<file path="src/rtl/reaction_timer_ctrl.sv">
// ---------------------------------------------------------------------------
// reaction_timer_ctrl
//
// Top-level sequencer for the reaction-timer game. A 1 kHz square wave from
// the clock divider is the millisecond time base. A round runs a
// pseudo-random pre-delay, lights the stimulus LED, then counts the player's
// response in milliseconds. Early presses and timeouts are flagged. The
// result is handed to the display logic.
//
// Optional feature (compile-time macro BEST_TIME_EN):
//   defined   - BestMs tracks the minimum valid reaction time since reset.
//   undefined - BestMs is tied to 14'h3FFF and no best-time logic is built.
//
// Ports:
//   Clk       in   system clock (50 MHz)
//   Rst       in   synchronous reset, active-high
//   MsClk     in   1 kHz square wave, synchronous to Clk
//   Start     in   debounced start button (level)
//   React     in   debounced reaction button (level)
//   LedOn     out  stimulus LED
//   Elapsed   out  measured reaction time in ms, 0..MAX_MS
//   Valid     out  high while Elapsed holds a good result (DONE)
//   EarlyErr  out  high while in EARLY
//   Timeout   out  high while in TIMEOUT
//   BestMs    out  best (minimum) valid time since reset
//   StateOut  out  current state encoding
// ---------------------------------------------------------------------------
module reaction_timer_ctrl #(
    parameter int          MIN_DELAY_MS = 1000,
    parameter int          RAND_BITS    = 12,
    parameter int          MAX_MS       = 9999,
    parameter logic [15:0] LFSR_SEED    = 16'hACE1
) (
    input  logic        Clk,
    input  logic        Rst,
    input  logic        MsClk,
    input  logic        Start,
    input  logic        React,
    output logic        LedOn,
    output logic [13:0] Elapsed,
    output logic        Valid,
    output logic        EarlyErr,
    output logic        Timeout,
    output logic [13:0] BestMs,
    output logic [2:0]  StateOut
);

    typedef enum logic [2:0] {
        IDLE    = 3'd0,
        DELAY   = 3'd1,
        ARMED   = 3'd2,
        DONE    = 3'd3,
        EARLY   = 3'd4,
        TIMEOUT = 3'd5
    } state_t;

    localparam logic [13:0] MAX_W = 14'(MAX_MS);

    state_t      state, state_nxt;
    logic        msclk_p0, start_p0, react_p0;
    logic        tick, start_pulse, react_pulse;
    logic [15:0] lfsr, lfsr_nxt;
    logic [15:0] delay_cnt, delay_nxt;
    logic [13:0] elapsed, elapsed_nxt;

    // Millisecond count step, saturating at the ceiling so Elapsed never wraps.
    function automatic logic [13:0] sat_inc(input logic [13:0] v);
        if (v >= MAX_W)
            return MAX_W;
        else
            return v + 14'd1;
    endfunction

    // Pre-delay: fixed part plus the low RAND_BITS of the LFSR, 16-bit sum.
    function automatic logic [15:0] delay_load(input logic [15:0] r);
        return 16'(MIN_DELAY_MS) + 16'(r[RAND_BITS-1:0]);
    endfunction

    // ---- stage p0: input edge registers ----
    // While Rst is high these follow their inputs, so a level held across
    // reset is already "seen" at release and produces no edge.
    always_ff @(posedge Clk) begin
        msclk_p0 <= MsClk;
        start_p0 <= Start;
        react_p0 <= React;
    end

    assign tick        = MsClk & ~msclk_p0;
    assign start_pulse = Start & ~start_p0;
    assign react_pulse = React & ~react_p0;

    // Fibonacci LFSR, taps 16,14,13,11; a nonzero seed keeps it off zero.
    assign lfsr_nxt = {lfsr[14:0], lfsr[15] ^ lfsr[13] ^ lfsr[12] ^ lfsr[10]};

    always_comb begin
        state_nxt   = state;
        delay_nxt   = delay_cnt;
        elapsed_nxt = elapsed;
        case (state)
            IDLE, DONE, EARLY, TIMEOUT: begin
                if (start_pulse) begin
                    state_nxt   = DELAY;
                    delay_nxt   = delay_load(lfsr);
                    elapsed_nxt = '0;
                end
            end
            DELAY: begin
                if (react_pulse) begin
                    state_nxt = EARLY;
                end else if (tick) begin
                    // <= 1 also covers a zero load so the counter cannot wrap.
                    if (delay_cnt <= 16'd1) begin
                        state_nxt   = ARMED;
                        delay_nxt   = '0;
                        elapsed_nxt = '0;
                    end else begin
                        delay_nxt = delay_cnt - 16'd1;
                    end
                end
            end
            ARMED: begin
                // A press wins over a same-cycle tick; Elapsed freezes as-is.
                if (react_pulse) begin
                    state_nxt = DONE;
                end else if (tick) begin
                    elapsed_nxt = sat_inc(elapsed);
                    if (sat_inc(elapsed) == MAX_W)
                        state_nxt = TIMEOUT;
                end
            end
            default: begin
                state_nxt = IDLE;
            end
        endcase
    end

    // ---- stage p1: state and datapath registers ----
    always_ff @(posedge Clk) begin
        if (Rst) begin
            state     <= IDLE;
            lfsr      <= LFSR_SEED;
            delay_cnt <= '0;
            elapsed   <= '0;
            LedOn     <= 1'b0;
        end else begin
            state     <= state_nxt;
            lfsr      <= lfsr_nxt;
            delay_cnt <= delay_nxt;
            elapsed   <= elapsed_nxt;
            LedOn     <= (state_nxt == ARMED);
        end
    end

    assign Elapsed  = elapsed;
    assign Valid    = (state == DONE);
    assign EarlyErr = (state == EARLY);
    assign Timeout  = (state == TIMEOUT);
    assign StateOut = state;

`ifdef BEST_TIME_EN
    logic [13:0] best;

    // Updated on the same edge that enters DONE, i.e. the cycle Valid rises.
    always_ff @(posedge Clk) begin
        if (Rst)
            best <= 14'h3FFF;
        else if (state == ARMED && state_nxt == DONE && elapsed < best)
            best <= elapsed;
    end

    assign BestMs = best;
`else
    assign BestMs = 14'h3FFF;
`endif

endmodule

</file>
<file path="config.mk">
export PLATFORM = sky130hd
export DESIGN_NAME = reaction_timer_ctrl
export DESIGN_NICKNAME = d
export VERILOG_FILES = /design/src/rtl/reaction_timer_ctrl.sv
export SDC_FILE = /design/constraint.sdc
export NUM_CORES = 1
export LEC_CHECK = 0
export CAP_MARGIN = 20
export CORE_MARGIN = 2
export CORE_UTILIZATION = 40
export DETAILED_ROUTE_END_ITERATION = 10
export MAX_ROUTING_LAYER = met4
export PLACE_DENSITY = 0.72
export SLEW_MARGIN = 10
export SYNTH_ARGS = -nofsm -noshare
export SYNTH_HDL_FRONTEND = slang
export SYNTH_SLANG_ARGS = --single-unit
export TNS_END_PERCENT = 30
</file>
<file path="constraint.sdc">
create_clock -name Clk -period 2.9 [get_ports Clk]
set_clock_uncertainty 0.05 [all_clocks]
set_input_delay 0.58 -clock Clk [delete_from_list [all_inputs] [get_ports Clk]]
set_output_delay 0.58 -clock Clk [all_outputs]
set_load 0.01 [all_outputs]
</file>
==> flow_summary.toml, run 1 <==
[clock_tree]
clock-sinks = 53
cts_tree = "built"
cts_setup_buffers = 0
numCtsBuffers = 5
path_clk_slew_ps = 100
clk_path_buf_depth = 2
cts_resized = 0
h-tree-depth = 2
holdBufCountCts = 0
clock_latency_ps = 320
cts-root-buf = "clkbuf_8"

[synthesis]
ys.flop_type = "dfxtp_1"
yosysWarnings = 0
seq_area_frac_synth_pct = 34.0
synth_top_area_share_pct = 34.0
synth_area_leaders = "dfxtp_1, a21oi_1, o21ai_0"
avgSynthCellArea_um2 = 8.06
yosys-top-cells-count = "dfxtp_1, nor2_1, a21oi_1, o21ai_0, nand2_1"
syn_inst = 387
synth.most_common_cell = "dfxtp_1"
synth-seq-cells = 53
synth-edff-count = 0
ys_types = 66
synth_async_sr_flop_share_pct = 0
synth_area_um2 = 3120
yosys.area.top_type = "dfxtp_1"

[placed_design]
gp_congestion = 0.872
place_area_um2 = 3340
place.detailed.hpwl_um = 4800
portBuffers = 25

[sta]
period_share_pct = 88.4
hold_ws_ps = 370
slew_viol_final = 0
rsz0062_at_grt = "false"
hold_violations = 0
setup_viol = 0
worst_pin_slew_ps = 868
slew_headroom_pct = 41.9
max_freq_mhz = 390
period_minus_slack_ps = 2560
tns_ps = 0

[global_route]
grt.overflow.total = 0
first_global_vias = 2436
antenna_found_initial = 0
grt_use_met3_pct = 2.36
grt_use_total_pct = 16.7
use_met2_pct = 24.9
grt_max_degree = 33
met1_usage_pct = 22.9
top_usage_layer = "met2"
grt_first_pass_wirelength_um = 11400

[setup_path]
setup.worst_path.end_class = "register"
required_ps = 3080
cp_max_fo = 8
start_kind = "register"
worstPathArrival_ps = 2740
worstSetupPathType = "register to register"

[floorplan]
die_x_um = 92.3
die_h_um = 92.3
rows = 32
dieArea_um2 = 8520
ios = 40
start_util_pct = 40.8
core_area_um2 = 7650

[finish]
n_antenna_cell = 0
final_nets = 412
fill_cells = 789
synthToLayoutAreaGrowth_pct = 9.95
drive_gt1_share_pct = 9.65
finish.instance_area_um2 = 3430

[drt]
vias = 2811
drt_iter0_markers = 159
wl_um = 6870
routedWlPerCell_um = 13.6
drc = 0
antenna_left = 0
first_pass_iters = 4
vias_per_cell = 5.56

[power]
power_density_nw_per_um2 = 465
ir_drop_uv = 200
p_leak_nw = 1.20

[status]
outcome = "complete, no violations"

[flow_run]
maxCapViolCount = 0

[worst_hold_path]
hold_class = "register to register"
==> cell type report <==
| type | instances | area, µm² | share of cell area, % |
|---|---|---|---|
| Clock buffer | 5 | 68.8 | 2.01 |
| Clock inverter | 3 | 21.3 | 0.620 |
| Inverter | 12 | 45.0 | 1.31 |
| Multi-Input combinational cell | 299 | 1800 | 52.4 |
| Sequential cell | 53 | 1060 | 30.9 |
| Tap cell | 102 | 128 | 3.72 |
| Timing Repair Buffer | 32 | 310 | 9.05 |
==> sequential cells by signal (all words and copies together) (netlist names) <==
signal     count
StateOut       3
Elapsed       14
start_p0       1
lfsr          16
delay_cnt     16
react_p0       1
LedOn          1
msclk_p0       1
==> power breakdown <==
group | switching (W) | internal (W) | total (W)
logic | 0.000204 | 0.000143 | 0.000347
clock network | 0.000267 | 0.000172 | 0.000439
registers | 0.0000412 | 0.000767 | 0.000808
==> layout by cell type (no fill, tap or decap), drive strengths merged, types with 7 or more instances in the layout <==
| cell type | netlist | routed |
|---|---|---|
| dfxtp | 53 | 53 |
| a22oi | 7 | 7 |
| or3 | 8 | 8 |
| nand2 | 27 | 27 |
| nor2b | 14 | 14 |
| o32ai | 7 | 7 |
| or2 | 8 | 8 |
| o21ai | 29 | 29 |
| clkdlybuf4s50 | 0 | 24 |
| nor3 | 16 | 16 |
| conb | 1 | 14 |
| nand3 | 17 | 17 |
| buf | 23 | 8 |
| inv | 12 | 13 |
| a21oi | 28 | 28 |
| nor2 | 33 | 33 |
==> per-stage QoR <==
stage | total power (W) | util, % | worst slack [ps] | cells
floorplan | 0.00112 | - | 693 | 400
global placement | 0.00116 | 43.7 | 157 | 498
detailed placement | 0.00117 | 43.7 | 116 | 498
CTS | 0.00160 | 44.8 | 366 | 506
global route | 0.00168 | 44.8 | 162 | 506
finish | 0.00159 | 44.8 | 338 | 506
==> layer usage <==
layer / part of all wire, % / vias to the layer above / routed length [µm]
li1: - / 1410 / -
met1: 48 / 1301 / 3280
met2: 45 / 91 / 3090
met3: 5.5 / 9 / 379
met4: 1.7 / 0 / 119
met5: 0 / - / 0
==> cell families after synthesis <==
kind of cell,after synthesis,synth area share (%)
simple gates,162,29.1
fa+ha+maj,4,1.60
flops,53,34.0
xor+xnor,11,3.09
buf+inv,48,9.99
compound gates,108,22.1
other cells,1,0.120
==> final timing paths <==
| path | from | to | slack (ps) | cells after the start |
|---|---|---|---|---|
| worst max-delay path | Elapsed[1] | Elapsed[4] | 340 | 7 |
| worst min-delay path | lfsr[14] | lfsr[15] | 370 | 1 |
| worst max register to register | Elapsed[1] | Elapsed[4] | 340 | 7 |
| worst min register to register | lfsr[14] | lfsr[15] | 370 | 1 |
==> worst max-delay path: stages (launching register included) <==
cell	delay [ps]
dfxtp_1	390
ha_1	300
nand3_1	230
a41oi_1	210
o31a_2	370
nor2_1	510
a21oi_1	160
o32ai_1	250
No activity file was read; power rests on OpenSTA's default activity.
==> run 2, diff against run 1 <==
Settings changed: CTS_CLUSTER_SIZE set to 30.
==> results of run 2 <==
No change in the layout: final DEF, timing and power equal those of run 1.
